### src/rtl/sdr_cmd_receive_gen_if.sv
// rtl/sdr_cmd_receive_gen_if.sv - UDP RX stream, reply/erase handshakes and EPCS FIFO write port
interface sdr_cmd_receive_gen_if #(
  parameter int FIFO_AW = 10
);
  logic [7:0]         udp_rx_data;
  logic               udp_rx_active;
  logic [15:0]        to_port;
  logic               broadcast;
  logic [47:0]        local_mac;
  logic               sending_sync;
  logic               discovery_ack;
  logic               erase_ack;
  logic [FIFO_AW-1:0] fifo_wrused;
  logic               discovery_reply;
  logic               erase;
  logic               seq_error;
  logic               set_ip;
  logic [31:0]        assign_ip;
  logic [31:0]        num_blocks;
  logic [31:0]        sequence_number;
  logic               fifo_wr;
  logic [7:0]         fifo_data;
  logic               pkt_drop;

  modport master (
    output udp_rx_data, udp_rx_active, to_port, broadcast, local_mac,
           sending_sync, discovery_ack, erase_ack, fifo_wrused,
    input  discovery_reply, erase, seq_error, set_ip, assign_ip, num_blocks,
           sequence_number, fifo_wr, fifo_data, pkt_drop
  );

  modport slave (
    input  udp_rx_data, udp_rx_active, to_port, broadcast, local_mac,
           sending_sync, discovery_ack, erase_ack, fifo_wrused,
    output discovery_reply, erase, seq_error, set_ip, assign_ip, num_blocks,
           sequence_number, fifo_wr, fifo_data, pkt_drop
  );
endinterface

### src/rtl/sdr_cmd_receive_gen.sv
// rtl/sdr_cmd_receive_gen.sv - Protocol-2 command receiver: discovery, set-IP, erase, program
module sdr_cmd_receive_gen #(
  parameter logic [15:0] LISTEN_PORT = 16'd1024,
  parameter int          BLOCK_BYTES = 256,
  parameter int          FIFO_AW     = 10,
  parameter int          FIFO_DEPTH  = 1024,
  parameter int          ACK_TO_W    = 27
) (
  input logic                  rx_clock,
  input logic                  reset_n,
  sdr_cmd_receive_gen_if.slave bus
);
  typedef enum logic [2:0] {IDLE, HDR, DISC, SETIP, ERASE, PROG, TX, WAIT} state_e;

  localparam logic [15:0]        LAST_BYTE  = 16'(8 + BLOCK_BYTES);
  localparam logic [FIFO_AW:0]   DROP_LEVEL = (FIFO_AW+1)'(FIFO_DEPTH - BLOCK_BYTES);
  // Request drops on the edge where its timer would reach all-ones.
  localparam logic [ACK_TO_W-1:0] TO_LAST   = {{(ACK_TO_W-1){1'b1}}, 1'b0};

  state_e              state_q;
  logic [15:0]         cnt_q;
  logic [31:0]         seq_shift_q, last_prog_q, sequence_number_q, assign_ip_q, num_blocks_q;
  logic                first_prog_q, seq_error_q, set_ip_q, disc_q, erase_q;
  logic                fifo_wr_q, pkt_drop_q;
  logic [7:0]          fifo_data_q;
  logic [ACK_TO_W-1:0] disc_tmr_q, erase_tmr_q;

  logic       active, at_cmd, disc_req, erase_req, over_full;
  logic [7:0] rx_byte, mac_byte;

  assign active    = bus.udp_rx_active;
  assign rx_byte   = bus.udp_rx_data;
  assign at_cmd    = (state_q == HDR) && active && (cnt_q == 16'd4);
  assign disc_req  = at_cmd && (rx_byte == 8'd2);
  assign erase_req = at_cmd && (rx_byte == 8'd4) && !bus.broadcast;
  assign over_full = {1'b0, bus.fifo_wrused} > DROP_LEVEL;

  always_comb begin
    mac_byte = 8'h00;
    case (cnt_q[3:0])
      4'd5:    mac_byte = bus.local_mac[47:40];
      4'd6:    mac_byte = bus.local_mac[39:32];
      4'd7:    mac_byte = bus.local_mac[31:24];
      4'd8:    mac_byte = bus.local_mac[23:16];
      4'd9:    mac_byte = bus.local_mac[15:8];
      4'd10:   mac_byte = bus.local_mac[7:0];
      default: mac_byte = 8'h00;
    endcase
  end

  always_ff @(posedge rx_clock or negedge reset_n) begin
    if (!reset_n) begin
      state_q           <= IDLE;
      cnt_q             <= 16'd0;
      seq_shift_q       <= 32'd0;
      last_prog_q       <= 32'd0;
      sequence_number_q <= 32'd0;
      assign_ip_q       <= 32'd0;
      num_blocks_q      <= 32'd0;
      first_prog_q      <= 1'b1;
      seq_error_q       <= 1'b0;
      set_ip_q          <= 1'b0;
      disc_q            <= 1'b0;
      erase_q           <= 1'b0;
      fifo_wr_q         <= 1'b0;
      pkt_drop_q        <= 1'b0;
      fifo_data_q       <= 8'd0;
      disc_tmr_q        <= '0;
      erase_tmr_q       <= '0;
    end else begin
      fifo_wr_q  <= 1'b0;
      pkt_drop_q <= 1'b0;
      if (active && cnt_q != 16'hFFFF) cnt_q <= cnt_q + 16'd1;

      case (state_q)
        IDLE: if (active && bus.to_port == LISTEN_PORT) begin
          seq_shift_q <= {seq_shift_q[23:0], rx_byte};
          cnt_q       <= 16'd1;
          state_q     <= HDR;
        end
        HDR: begin
          if (!active) state_q <= IDLE;
          else if (cnt_q < 16'd4) seq_shift_q <= {seq_shift_q[23:0], rx_byte};
          else begin
            state_q <= WAIT;
            case (rx_byte)
              8'd2: begin
                state_q           <= DISC;
                sequence_number_q <= seq_shift_q;
              end
              8'd3: if (bus.broadcast) begin
                state_q           <= SETIP;
                sequence_number_q <= seq_shift_q;
              end
              8'd4: if (!bus.broadcast) begin
                state_q           <= ERASE;
                sequence_number_q <= seq_shift_q;
              end
              8'd5: if (!bus.broadcast) begin
                if (over_full) pkt_drop_q <= 1'b1;
                else begin
                  state_q           <= PROG;
                  sequence_number_q <= seq_shift_q;
                  last_prog_q       <= seq_shift_q;
                  first_prog_q      <= 1'b0;
                  if (!first_prog_q && seq_shift_q != last_prog_q + 32'd1) seq_error_q <= 1'b1;
                end
              end
              default: state_q <= WAIT;
            endcase
          end
        end
        DISC, ERASE: state_q <= active ? TX : IDLE;
        SETIP: begin
          if (!active) state_q <= IDLE;
          else if (cnt_q <= 16'd10) begin
            if (rx_byte != mac_byte) state_q <= WAIT;
          end else begin
            assign_ip_q <= {assign_ip_q[23:0], rx_byte};
            if (cnt_q == 16'd14) begin
              set_ip_q <= 1'b1;
              state_q  <= WAIT;
            end
          end
        end
        PROG: begin
          if (!active) state_q <= IDLE;
          else if (cnt_q <= 16'd8) num_blocks_q <= {num_blocks_q[23:0], rx_byte};
          else begin
            fifo_wr_q   <= 1'b1;
            fifo_data_q <= rx_byte;
            if (cnt_q == LAST_BYTE) state_q <= WAIT;
          end
        end
        TX:      if (!bus.sending_sync && !active) state_q <= IDLE;
        WAIT:    if (!active) state_q <= IDLE;
        default: state_q <= IDLE;
      endcase

      // Handshakes run independently of the packet parser once raised.
      if (disc_q) begin
        disc_tmr_q <= disc_tmr_q + 1'b1;
        if (bus.discovery_ack || disc_tmr_q == TO_LAST) disc_q <= 1'b0;
      end else if (disc_req) begin
        disc_q     <= 1'b1;
        disc_tmr_q <= '0;
      end

      if (erase_q) begin
        erase_tmr_q <= erase_tmr_q + 1'b1;
        if (bus.erase_ack || erase_tmr_q == TO_LAST) erase_q <= 1'b0;
      end else if (erase_req) begin
        erase_q      <= 1'b1;
        erase_tmr_q  <= '0;
        first_prog_q <= 1'b1;
        seq_error_q  <= 1'b0;
      end
    end
  end

  assign bus.discovery_reply = disc_q;
  assign bus.erase           = erase_q;
  assign bus.seq_error       = seq_error_q;
  assign bus.set_ip          = set_ip_q;
  assign bus.assign_ip       = assign_ip_q;
  assign bus.num_blocks      = num_blocks_q;
  assign bus.sequence_number = sequence_number_q;
  assign bus.fifo_wr         = fifo_wr_q;
  assign bus.fifo_data       = fifo_data_q;
  assign bus.pkt_drop        = pkt_drop_q;
endmodule

### src/flat_wrapper.sv
// flat-port wrapper written by rule: the top's interface ports become plain ports
module sdr_cmd_receive_gen_flat 
#(
  parameter logic [15:0] LISTEN_PORT = 16'd1024,
  parameter int          BLOCK_BYTES = 256,
  parameter int          FIFO_AW     = 10,
  parameter int          FIFO_DEPTH  = 1024,
  parameter int          ACK_TO_W    = 27
)
  (rx_clock, reset_n, bus_udp_rx_data, bus_udp_rx_active, bus_to_port, bus_broadcast, bus_local_mac, bus_sending_sync, bus_discovery_ack, bus_erase_ack, bus_fifo_wrused, bus_discovery_reply, bus_erase, bus_seq_error, bus_set_ip, bus_assign_ip, bus_num_blocks, bus_sequence_number, bus_fifo_wr, bus_fifo_data, bus_pkt_drop);
  sdr_cmd_receive_gen_if #(.FIFO_AW(FIFO_AW)) bus_i ();
  input logic rx_clock;
  input logic reset_n;
  input wire logic [$bits(bus_i.udp_rx_data)-1:0] bus_udp_rx_data;
  input wire logic [$bits(bus_i.udp_rx_active)-1:0] bus_udp_rx_active;
  input wire logic [$bits(bus_i.to_port)-1:0] bus_to_port;
  input wire logic [$bits(bus_i.broadcast)-1:0] bus_broadcast;
  input wire logic [$bits(bus_i.local_mac)-1:0] bus_local_mac;
  input wire logic [$bits(bus_i.sending_sync)-1:0] bus_sending_sync;
  input wire logic [$bits(bus_i.discovery_ack)-1:0] bus_discovery_ack;
  input wire logic [$bits(bus_i.erase_ack)-1:0] bus_erase_ack;
  input wire logic [$bits(bus_i.fifo_wrused)-1:0] bus_fifo_wrused;
  output wire logic [$bits(bus_i.discovery_reply)-1:0] bus_discovery_reply;
  output wire logic [$bits(bus_i.erase)-1:0] bus_erase;
  output wire logic [$bits(bus_i.seq_error)-1:0] bus_seq_error;
  output wire logic [$bits(bus_i.set_ip)-1:0] bus_set_ip;
  output wire logic [$bits(bus_i.assign_ip)-1:0] bus_assign_ip;
  output wire logic [$bits(bus_i.num_blocks)-1:0] bus_num_blocks;
  output wire logic [$bits(bus_i.sequence_number)-1:0] bus_sequence_number;
  output wire logic [$bits(bus_i.fifo_wr)-1:0] bus_fifo_wr;
  output wire logic [$bits(bus_i.fifo_data)-1:0] bus_fifo_data;
  output wire logic [$bits(bus_i.pkt_drop)-1:0] bus_pkt_drop;
  assign bus_i.udp_rx_data = bus_udp_rx_data;
  assign bus_i.udp_rx_active = bus_udp_rx_active;
  assign bus_i.to_port = bus_to_port;
  assign bus_i.broadcast = bus_broadcast;
  assign bus_i.local_mac = bus_local_mac;
  assign bus_i.sending_sync = bus_sending_sync;
  assign bus_i.discovery_ack = bus_discovery_ack;
  assign bus_i.erase_ack = bus_erase_ack;
  assign bus_i.fifo_wrused = bus_fifo_wrused;
  assign bus_discovery_reply = bus_i.discovery_reply;
  assign bus_erase = bus_i.erase;
  assign bus_seq_error = bus_i.seq_error;
  assign bus_set_ip = bus_i.set_ip;
  assign bus_assign_ip = bus_i.assign_ip;
  assign bus_num_blocks = bus_i.num_blocks;
  assign bus_sequence_number = bus_i.sequence_number;
  assign bus_fifo_wr = bus_i.fifo_wr;
  assign bus_fifo_data = bus_i.fifo_data;
  assign bus_pkt_drop = bus_i.pkt_drop;
  sdr_cmd_receive_gen #(.LISTEN_PORT(LISTEN_PORT), .BLOCK_BYTES(BLOCK_BYTES), .FIFO_AW(FIFO_AW), .FIFO_DEPTH(FIFO_DEPTH), .ACK_TO_W(ACK_TO_W)) u_core (.rx_clock(rx_clock), .reset_n(reset_n), .bus(bus_i));
endmodule
### config.mk
export PLATFORM = sky130hd
export DESIGN_NAME = sdr_cmd_receive_gen_flat
export DESIGN_NICKNAME = d
export VERILOG_FILES = /design/src/rtl/sdr_cmd_receive_gen_if.sv /design/src/rtl/sdr_cmd_receive_gen.sv /design/src/flat_wrapper.sv
export SDC_FILE = /design/constraint.sdc
export NUM_CORES = 1
export LEC_CHECK = 0
export CORE_ASPECT_RATIO = 0.75
export CORE_MARGIN = 5
export CORE_UTILIZATION = 40
export DETAILED_ROUTE_END_ITERATION = 6
export DONT_BUFFER_PORTS = 1
export GPL_TIMING_DRIVEN = 0
export RECOVER_POWER = 25
export SYNTH_ARGS = -nofsm -noshare
export SYNTH_HDL_FRONTEND = slang
export SYNTH_SLANG_ARGS = --single-unit
### constraint.sdc
create_clock -name rx_clock -period 2.6 [get_ports rx_clock]
set_input_delay 0.13 -clock rx_clock [delete_from_list [all_inputs] [get_ports rx_clock]]
set_output_delay 0.13 -clock rx_clock [all_outputs]
set_load 0.005 [all_outputs]
==> flow_summary.json, run 1 <==
{
  "outcome": "complete, but fails checks",
  "violations": "hold timing, setup timing",
  "cts_buffers": 28,
  "cts-root-buf": "sky130_fd_sc_hd__clkbuf_16",
  "post-route-worst-setup-slack_ps": -98.2,
  "rsz0062_at_grt": "yes",
  "comb_power_share_pct": 22.8,
  "io_pins": 199,
  "routed.top_layer": "met4",
  "viasPerCell": 5.62,
  "number_of_warnings_printed_during_yosys_synthesis": 0,
  "layout_common_cells": "sky130_fd_sc_hd__dfrtp_1, sky130_fd_sc_hd__mux2_2, sky130_fd_sc_hd__nand3_1",
  "grt_pass1_vias": 8612,
  "max_vdd_drop_mv": 0.530,
  "period_needed_ps": 2700,
  "synthArstFlopShare_pct": 100,
  "clkTransAtPathRegs_ps": 60,
  "cp-start-kind": "register",
  "fin_crit_sh_pct": 104,
  "drt_first_iter_violations": 653,
  "routed-via-count": 8745,
  "worst_pin_slew_ps": 813,
  "criticalPathCategory": "register to register",
  "final_net_count": 1237,
  "core_area_um2": 29300,
  "wirelength_um": 32400,
  "design.die.area_um2": 33600,
  "critical_path.endpoint_type": "register",
  "slew_headroom_pct": 45.8,
  "layout.cells.most_common": "sky130_fd_sc_hd__dfrtp_1",
  "biggest_fanout_along_the_worst_timing_path": 3,
  "postSynthCellCount": 1076,
  "dr.pass1.iters": 6,
  "synth_flop_cell": "sky130_fd_sc_hd__dfrtp_1",
  "critical-path-slowest-cell": "sky130_fd_sc_hd__or4_4",
  "gp_congestion": 0.864,
  "holdWs_ps": -705,
  "fin_skew_ps": 12.0,
  "max-clock-path-buffers": 3,
  "finalMaxSlewViolations": 0,
  "power.density_nw_per_um2": 869,
  "postSynthRegisterBits": 248,
  "syn_avg_cell_area_um2": 11.1,
  "cp.buffers_inverters": 1,
  "routed_wire_length_per_instance_um": 20.8,
  "post_route_cells_drive_above_1_share_pct": 26.8,
  "tritoncts": "yes",
  "maxCapViolCount": 0,
  "chipHeight_um": 160,
  "std_cell_rows": 54,
  "met3_wirelength_um": 2350,
  "crit_path_cells": "or4_4 -> nor4b_4 -> buf_4 -> nand4_1 -> a211o_1 -> a31oi_4 -> mux2_4",
  "clock_power_share_pct": 34.1,
  "seq_area_frac_synth_pct": 51.8,
  "maximum_number_of_pins_on_one_net_before_global_route_repair": 249,
  "internal_power_consumption_mw": 8.42,
  "critical-path-max-stage-delay_ps": 570,
  "grt_antenna_before_repair": 5,
  "netlist_area_um2": 12000,
  "synth_enable_flop_cells": 0,
  "timing.setup.tns_ps": -116,
  "worstPathRequired_ps": 3010,
  "cts-hold-fix-buffers": 13,
  "cts_sinks": 248,
  "crit_family": "simple AND/OR/NAND/NOR gates",
  "io_buffer_count": 0,
  "synthToLayoutAreaGrowth_pct": 16.8,
  "met2_wire_length_um": 14300,
  "power.switching_mw": 3.75,
  "fmaxAchievable_mhz": 371,
  "effective_utilization_at_floorplan_pct": 40.9,
  "timing.final.hold_violations": 248,
  "holdCritPathClass": "primary input to asynchronous set/reset pin",
  "fill_cells": 2748,
  "hpwl_um": 22600,
  "pwr-share-seq_pct": 43.1,
  "drc": 0,
  "synthesis.nets": 1174,
  "clock_insertion_delay_worst_skew_ps": 530,
  "die_w_um": 210,
  "grt_total_ovfl": 0,
  "static_power_due_to_leakage_nw": 6.36,
  "number_of_failing_setup_endpoints_in_the_final_timing_report": 2,
  "grt.total_usage_pct": 18.8,
  "sw_frac_of_total_pct": 30.8,
  "clock_tree.htree_level_count": 1,
  "arrival_ps": 3110,
  "post-layout-total-power_mw": 12.2,
  "wire_length_of_the_first_global_routing_pass_um": 50800,
  "ant_nets": 0,
  "drt-met1-wl_um": 15000,
  "synth_unique_cells": 68
}
## sequential cells by signal (all words and copies together) (netlist names), 3 cells and up
signal	count
u_core.bus.assign_ip	32
u_core.bus.num_blocks	32
u_core.bus.sequence_number	32
u_core.last_prog_q	32
u_core.seq_shift_q	32
u_core.disc_tmr_q	27
u_core.erase_tmr_q	27
u_core.cnt_q	16
u_core.bus.fifo_data	8
u_core.state_q	3
## worst paths after layout
check	end	start	depth (start not counted)	slack, ps
min in group rx_clock	u_core.last_prog_q[0]$_DFFE_PN0P_	bus_broadcast	3	50
setup / recovery	u_core.state_q[0]$_DFFE_PN0P_	u_core.cnt_q[7]$_DFF_PN0_	7	-100
hold reg to reg	u_core.first_prog_q$_DFF_PN1_	u_core.first_prog_q$_DFF_PN1_	2	470
hold / removal	u_core.bus.fifo_data[4]$_DFFE_PN0P_	reset_n	0	-710
max in group asynchronous	u_core.first_prog_q$_DFF_PN1_	reset_n	0	2900
setup reg to reg	u_core.state_q[0]$_DFFE_PN0P_	u_core.cnt_q[7]$_DFF_PN0_	7	-100
## synth_stat cells (all sizes together) (11+ instances only)
| master | number | area share (%) |
|---|---|---|
| nand2 | 70 | 2.2 |
| a21oi | 20 | 0.84 |
| inv | 17 | 0.53 |
| clkbuf | 34 | 1.1 |
| o21ai | 65 | 2.7 |
| xnor2 | 33 | 2.4 |
| mux2 | 171 | 16 |
| nand3 | 91 | 3.8 |
| nand4 | 36 | 1.9 |
| o22ai | 12 | 0.63 |
| xor2 | 21 | 1.5 |
| nor4 | 16 | 0.84 |
| nor2 | 50 | 1.6 |
| nand2b | 14 | 0.73 |
| nor2b | 11 | 0.57 |
| buf | 17 | 0.70 |
| nor3 | 20 | 0.84 |
| dfrtp | 247 | 52 |
## through the flow
stage          area (µm²)  hold WS (ps)  utilization, %  setup slack (ps)  instances
2_1_floorplan       12000          -166               -              45.2       1076
3_3_place_gp        12500          -161            42.5              -611       1468
3_5_place_dp        12500          -161            42.5              -584       1468
4_1_cts             13900          -732            47.2              -104       1548
5_1_grt             14000          -741            47.7              -147       1555
6_report            14000          -705            47.7             -98.2       1555
## worst register-to-register path: stages, from the launching register on
cell                      delay [ps]
sky130_fd_sc_hd__dfrtp_1         390
sky130_fd_sc_hd__or4_4           570
sky130_fd_sc_hd__nor4b_4         320
sky130_fd_sc_hd__buf_4           180
sky130_fd_sc_hd__nand4_1         190
sky130_fd_sc_hd__a211o_1         400
sky130_fd_sc_hd__a31oi_4         220
sky130_fd_sc_hd__mux2_4          320
## what timing repair did
item | 4_1_cts | 5_1_grt
buffers inserted | 19 | 8
hold endpoints to repair | 283 | 248
pin swaps | 5 | 10
endpoints found under the setup margin | 209 | 154
resized for setup | 36 | 42
## area by class of cell
class	instances	area (µm²)	area share (%)
sequential	248	6210	44.3
clock inverter	17	200	1.43
buffer	46	267	1.90
tap	392	490	3.50
timing repair buffer	38	338	2.41
inverter	18	67.6	0.483
clock buffer	35	778	5.56
multi-input combinational	759	5650	40.3
antenna	2	5.00	0.0357
## metal layers
metal	vias up	track usage (%)
met4	0	4.09
li1	4088	-
met2	289	28.8
met5	-	0
met1	4325	27.2
met3	43	4.59
## cells by family after synthesis
group / share of synthesized area [%]
xor+xnor: 3.95
compound gates: 8.04
simple gates: 16.0
mux: 16.9
fa+ha+maj: 0.940
flops: 51.8
buf+inv: 2.34
## power groups by stage
stage	logic (mW)	registers (mW)	clock network [mW]
2_1_floorplan	1.95	5.01	0
3_3_place_gp	2.33	5.32	0
3_5_place_dp	2.39	5.33	0
4_1_cts	2.70	5.27	4.25
5_1_grt	3.01	5.37	4.42
6_report	2.77	5.25	4.15
Note: power is estimated with default switching activity, not from simulation.
==> inputs of run 2 (changes only) <==
--- a/config.mk
+++ b/config.mk
@@ -5,6 +5,7 @@
 export SDC_FILE = /design/constraint.sdc
 export NUM_CORES = 1
 export LEC_CHECK = 0
+export ABC_AREA = 1
 export CORE_ASPECT_RATIO = 0.75
 export CORE_MARGIN = 5
 export CORE_UTILIZATION = 40
==> run 2 against run 1 <==
The run ends with hold timing left; cell count up 32%; clock skew is 13 ps higher; area after synthesis rose by 6.1%; via count rose by 22%; clock-buffer cell count down 2; combinational power shrank 51%; sequential share of layout area down 1.1 points; sequential power shrank 5.0%; largest power group unchanged.
==> flow_summary.json, run 2 <==
{
  "outcome": "complete, but fails checks",
  "violations": "hold timing",
  "effective_utilization_at_floorplan_pct": 40.6,
  "drt_first_iter_violations": 669,
  "place_ws_ps": 83.3,
  "clock_power_share_pct": 39.6,
  "fill_cells": 3087,
  "netlist.top_cell.by_area": "sky130_fd_sc_hd__dfrtp_1",
  "grt_use_met1_pct": 29.3,
  "cts-root-buf": "sky130_fd_sc_hd__clkbuf_16",
  "pwr-share-seq_pct": 47.4,
  "max-clock-path-buffers": 3,
  "r2r_setup_slack_ps": 250,
  "dr.pass1.iters": 5,
  "die_w_um": 216,
  "viasPerCell": 5.20,
  "grt_total_ovfl": 0,
  "ant_nets": 0,
  "multi_input_area_um2": 5620,
  "fin_skew_ps": 24.7,
  "maximum_number_of_pins_on_one_net_before_global_route_repair": 249,
  "crit_top_cell": "sky130_fd_sc_hd__nand2_1",
  "synth_xor_area_share_pct": 1.84,
  "cp-start-kind": "register",
  "routed_wire_length_per_instance_um": 17.2,
  "wirelength_um": 35300,
  "mux_share_of_post_synthesis_cell_area_pct": 3.13,
  "holdWs_ps": -713,
  "startpoint_of_the_lowest_slack_register_to_register_path": "u_core.last_prog_q[0]$_DFFE_PN0P_",
  "global_route.usage.met2_pct": 30.6,
  "worstReg2RegEnd": "u_core.bus.seq_error$_DFF_PN0_",
  "synth_most_common_cell": "sky130_fd_sc_hd__nand2_1",
  "cp.buffers_inverters": 1,
  "drc": 0,
  "clock_tree.htree_level_count": 1,
  "finish.utilization_pct": 45.8,
  "io_buffer_count": 0,
  "worst-r2r-cell-count": 14,
  "synthArstFlopShare_pct": 100,
  "tritoncts": "yes",
  "comb_power_share_pct": 13.0,
  "sw_frac_of_total_pct": 29.3,
  "grt.total_usage_pct": 19.8,
  "yosysTopAreaCellShare_pct": 48.6,
  "synth_top_cells_by_count": "sky130_fd_sc_hd__nand2_1, sky130_fd_sc_hd__dfrtp_1, sky130_fd_sc_hd__inv_1, sky130_fd_sc_hd__o21ai_0, sky130_fd_sc_hd__nor2_1",
  "seq_area_frac_synth_pct": 48.8,
  "cts_buffers": 27,
  "postSynthCellCount": 1581,
  "critical-path-max-stage-delay_ps": 430,
  "fin_crit_sh_pct": 90.5,
  "hpwl_um": 26400,
  "number_of_non_filler_instances_in_the_completed_layout": 2050,
  "gr-usage-met3_pct": 4.43,
  "fin_area_um2": 14300,
  "synth-adder-area-share_pct": 0.885,
  "period_needed_ps": 2350,
  "maxCapViolCount": 0,
  "cts_sinks": 248,
  "wire_length_of_the_first_global_routing_pass_um": 57300,
  "worst_pin_slew_ps": 921,
  "std_cell_rows": 56,
  "gp_congestion": 0.924,
  "clock_insertion_delay_worst_skew_ps": 570,
  "timing.setup.tns_ps": 0,
  "netlist_area_um2": 12700,
  "chipHeight_um": 164,
  "final_net_count": 1722,
  "critical-path-slowest-cell": "sky130_fd_sc_hd__dfrtp_1",
  "area_fraction_in_compound_gates_after_synthesis_pct": 10.1,
  "post_route_cells_drive_above_1_share_pct": 10.8,
  "number_of_failing_setup_endpoints_in_the_final_timing_report": 0,
  "most_area_consuming_cells_after_synthesis": "sky130_fd_sc_hd__dfrtp_1, sky130_fd_sc_hd__nand2_1, sky130_fd_sc_hd__inv_1",
  "layout_common_cells": "sky130_fd_sc_hd__nand2_1, sky130_fd_sc_hd__dfrtp_1, sky130_fd_sc_hd__inv_1",
  "post_dp_cell_area_um2": 13200,
  "holdCritPathClass": "primary input to asynchronous set/reset pin",
  "clkTransAtPathRegs_ps": 60,
  "cts-hold-fix-buffers": 14,
  "slew_headroom_pct": 38.0,
  "biggest_fanout_along_the_worst_timing_path": 6,
  "arrival_ps": 2790,
  "grt_antenna_before_repair": 1,
  "post-layout-total-power_mw": 10.5,
  "routed-via-count": 10700,
  "core_area_um2": 31300,
  "io_pins": 199,
  "diodes": 0,
  "max_vdd_drop_mv": 0.380,
  "postCtsSetupRepairBufs": 0,
  "power.density_nw_per_um2": 733,
  "critical_path.endpoint_type": "register",
  "internal_power_consumption_mw": 7.44,
  "synthToLayoutAreaGrowth_pct": 12.8,
  "grt_pass1_vias": 10400,
  "static_power_due_to_leakage_nw": 7.16,
  "postSynthRegisterBits": 248,
  "worstPathRequired_ps": 3040,
  "power.switching_mw": 3.08,
  "criticalPathCategory": "register to register",
  "top_usage_layer": "met2",
  "synthesis.nets": 1679,
  "timing.final.hold_violations": 248,
  "crit_family": "simple AND/OR/NAND/NOR gates",
  "synth_unique_cells": 51,
  "post-place-cells": 1987,
  "ff_latch_area_um2": 6210,
  "crit_path_cells": "ha_1 -> nand2_2 -> nor2_4 -> nand2_1 -> nor2_1 -> nand3_1 -> nand3_1 -> nand2_1 -> inv_1 -> nand2_1 -> nor2_1 -> nand3_1 -> nand2_1 -> a21oi_1",
  "syn_avg_cell_area_um2": 8.05,
  "design.die.area_um2": 35500,
  "synth_top_family_by_area": "simple AND/OR/NAND/NOR gates",
  "fmaxAchievable_mhz": 425,
  "rsz0062_at_grt": "no",
  "number_of_warnings_printed_during_yosys_synthesis": 0,
  "finalMaxSlewViolations": 0,
  "post-route-worst-setup-slack_ps": 246,
  "synth_enable_flop_cells": 0,
  "synth_flop_cell": "sky130_fd_sc_hd__dfrtp_1",
  "synth_simple_gate_area_share_pct": 28.1,
  "layout.cells.most_common": "sky130_fd_sc_hd__nand2_1"
}
[run 2: worst max-delay path by stage]
stage	from	endpoint	slack [ps]	cells past startpoint
floorplan	u_core.cnt_q[0]$_DFF_PN0_	u_core.cnt_q[14]$_DFF_PN0_	750	11
global placement	u_core.cnt_q[0]$_DFF_PN0_	u_core.erase_tmr_q[16]$_DFFE_PN0P_	100	10
detailed placement	bus_fifo_wrused[1]	u_core.bus.sequence_number[31]$_DFFE_PN0P_	80	9
CTS	u_core.cnt_q[0]$_DFF_PN0_	u_core.erase_tmr_q[16]$_DFFE_PN0P_	80	10
global route	u_core.last_prog_q[0]$_DFFE_PN0P_	u_core.bus.seq_error$_DFF_PN0_	3	16
finish	u_core.last_prog_q[0]$_DFFE_PN0P_	u_core.bus.seq_error$_DFF_PN0_	250	14
[run 2: cell families (layout without fill, tap and decap cells)]
kind of cell	count (synthesis)	after routing
flops	248	248
xor+xnor	25	25
buf+inv	226	289
fa+ha+maj	9	9
simple gates	792	792
mux	36	36
compound gates	245	245
[run 2: power groups by stage]
stage	logic [mW]	clock network, mW	registers (mW)
2_1_floorplan	1.08	0	4.83
3_3_place_gp	1.28	0	5.05
3_5_place_dp	1.32	0	5.06
4_1_cts	1.36	4.27	5.00
5_1_grt	1.59	4.45	5.04
6_report	1.37	4.17	4.99
[run 2: area by class of cell]
class	count	area share, %
inverters	191	5.00
clock buffers	33	5.15
multi-input cells	1107	39.2
clock inverters	16	1.56
plain buffers	35	1.31
well taps	406	3.54
repair buffers	14	0.977
flip-flops and latches	248	43.3
[run 2: layer usage]
layer	up-vias	part of all wire, %
met1	5161	49
li1	5232	-
met5	-	0
met2	232	44
met3	42	5.6
met4	0	1.7
[run 2: what timing repair did]
action | CTS | global route
setup endpoints to repair | 0 | 16
gates resized for setup | 0 | 3
hold endpoints to repair | 291 | 248
==> inputs of run 3 (changes only) <==
==> constraint.sdc (replaced) <==
create_clock -name rx_clock -period 2.6 [get_ports rx_clock]
set_input_delay 0.26 -clock rx_clock [delete_from_list [all_inputs] [get_ports rx_clock]]
set_output_delay 0.26 -clock rx_clock [all_outputs]
set_load 0.005 [all_outputs]
==> run 3 against run 2 <==
Non-clock buffer count down 2; largest power group unchanged; first-iteration DRC count shrank 0.15%; largest cell class unchanged; sequential share of layout area rose by 0.061 points; the run still ends with hold timing left; hold slack gained 130 ps; combinational power hardly changed; cell area down 0.14%; total power decreased by 0.14%; highest routed layer unchanged; critical endpoint unchanged.
==> flow_summary.json, run 3 (same netlist as run 2, synthesis figures left out) <==
{
  "die_w_um": 216,
  "clock_insertion_delay_worst_skew_ps": 560,
  "crit_top_cell": "sky130_fd_sc_hd__nand2_1",
  "power.density_nw_per_um2": 733,
  "timing.setup.tns_ps": 0,
  "worstPathRequired_ps": 3040,
  "viasPerCell": 5.21,
  "critical-path-slowest-cell": "sky130_fd_sc_hd__dfrtp_1",
  "max-clock-path-buffers": 3,
  "cts-hold-fix-buffers": 12,
  "post-route-worst-setup-slack_ps": 221,
  "routed_wire_length_per_instance_um": 17.2,
  "post-layout-total-power_mw": 10.5,
  "timing.final.hold_violations": 248,
  "core_area_um2": 31300,
  "clkTransAtPathRegs_ps": 60,
  "cts_buffers": 27,
  "holdCritPathClass": "primary input to asynchronous set/reset pin",
  "arrival_ps": 2810,
  "diodes": 0,
  "critical_path.endpoint_type": "register",
  "fmaxAchievable_mhz": 420,
  "drt_first_iter_violations": 668,
  "cts_sinks": 248,
  "place_ws_ps": -46.7,
  "crit_family": "simple AND/OR/NAND/NOR gates",
  "outcome": "complete, but fails checks",
  "io_buffer_count": 0,
  "synthToLayoutAreaGrowth_pct": 12.6,
  "effective_utilization_at_floorplan_pct": 40.6,
  "criticalPathCategory": "register to register",
  "biggest_fanout_along_the_worst_timing_path": 6,
  "violations": "hold timing",
  "period_needed_ps": 2380,
  "worst_pin_slew_ps": 912,
  "static_power_due_to_leakage_nw": 7.15,
  "critical-path-max-stage-delay_ps": 430,
  "cts-root-buf": "sky130_fd_sc_hd__clkbuf_16",
  "max_vdd_drop_mv": 0.358,
  "clock_tree.htree_level_count": 1,
  "crit_path_cells": "ha_1 -> nand2_2 -> nor2_4 -> nand2_1 -> nor2_1 -> nand3_1 -> nand3_1 -> nand2_1 -> inv_1 -> nand2_1 -> nor2_1 -> nand3_1 -> nand2_1 -> a21oi_1",
  "layout.cells.most_common": "sky130_fd_sc_hd__nand2_1",
  "io_pins": 199,
  "post_route_cells_drive_above_1_share_pct": 10.8,
  "fin_crit_sh_pct": 91.5,
  "holdWs_ps": -584,
  "std_cell_rows": 56,
  "post_dp_cell_area_um2": 13200,
  "layout_common_cells": "sky130_fd_sc_hd__nand2_1, sky130_fd_sc_hd__dfrtp_1, sky130_fd_sc_hd__inv_1",
  "number_of_failing_setup_endpoints_in_the_final_timing_report": 0,
  "wire_length_of_the_first_global_routing_pass_um": 57200,
  "grt_antenna_before_repair": 1,
  "wirelength_um": 35200,
  "grt.total_usage_pct": 19.8,
  "cp-start-kind": "register",
  "drc": 0,
  "fin_area_um2": 14300,
  "grt_total_ovfl": 0,
  "finish.utilization_pct": 45.7,
  "cp.buffers_inverters": 1,
  "post-place-cells": 1987,
  "startpoint_of_the_lowest_slack_register_to_register_path": "u_core.last_prog_q[0]$_DFFE_PN0P_",
  "fin_skew_ps": 23.0,
  "design.die.area_um2": 35500,
  "maxCapViolCount": 0,
  "hpwl_um": 26400,
  "postCtsSetupRepairBufs": 0,
  "ant_nets": 0,
  "slew_headroom_pct": 38.7,
  "routed-via-count": 10700,
  "worstReg2RegEnd": "u_core.bus.seq_error$_DFF_PN0_",
  "finalMaxSlewViolations": 0,
  "r2r_setup_slack_ps": 220,
  "number_of_non_filler_instances_in_the_completed_layout": 2048,
  "rsz0062_at_grt": "no",
  "worst-r2r-cell-count": 14,
  "grt_pass1_vias": 10400,
  "gp_congestion": 0.924,
  "tritoncts": "yes",
  "final_net_count": 1720,
  "chipHeight_um": 164,
  "maximum_number_of_pins_on_one_net_before_global_route_repair": 249,
  "dr.pass1.iters": 5
}
## run 3: cell count changes in the layout (fill, tap and decap cells not counted), sizes merged
| cell | previous run | this run |
|---|---|---|
| dlygate4sd3 | 14 | 12 |
## run 3: area by class of cell
type / count / area, µm²
buffer: 35 / 188
clock buffer: 33 / 738
clock inverter: 16 / 224
fill: 3089 / 17000
inverter: 191 / 717
multi-input combinational: 1107 / 5620
sequential: 248 / 6210
tap: 406 / 508
timing repair buffer: 12 / 120
## run 3: repair_timing
action	4_1_cts	5_1_grt
endpoints found under the hold margin	277	248
endpoints found under the setup margin	0	15
resized for setup	0	3
## run 3: metal layers
layer / share of wire [%] / track usage [%] / wire [µm] / vias up
met5: 0 / 0 / 0 / -
met3: 6.1 / 4.29 / 2140 / 42
met2: 44 / 30.7 / 15400 / 240
met4: 1.7 / 3.52 / 586 / 0
li1: - / - / - / 5230
met1: 49 / 29.2 / 17100 / 5159
## run 3: worst max path at each step
stage / endpoint / slack [ps] / from / cells past startpoint
4_1_cts: u_core.erase_tmr_q[16]$_DFFE_PN0P_ / 80 / u_core.cnt_q[0]$_DFF_PN0_ / 10
3_5_place_dp: u_core.bus.sequence_number[31]$_DFFE_PN0P_ / -50 / bus_fifo_wrused[1] / 9
5_1_grt: u_core.bus.seq_error$_DFF_PN0_ / 3 / u_core.last_prog_q[0]$_DFFE_PN0P_ / 16
3_3_place_gp: u_core.bus.sequence_number[31]$_DFFE_PN0P_ / -30 / bus_fifo_wrused[1] / 9
2_1_floorplan: u_core.cnt_q[14]$_DFF_PN0_ / 750 / u_core.cnt_q[0]$_DFF_PN0_ / 11
6_report: u_core.bus.seq_error$_DFF_PN0_ / 220 / u_core.last_prog_q[0]$_DFFE_PN0P_ / 14
## run 3: power by group
part	leakage [nW]	internal, mW	switching (mW)
Combinational	3.71	0.516	0.842
Clock	0.484	2.52	1.64
Sequential	2.96	4.40	0.586
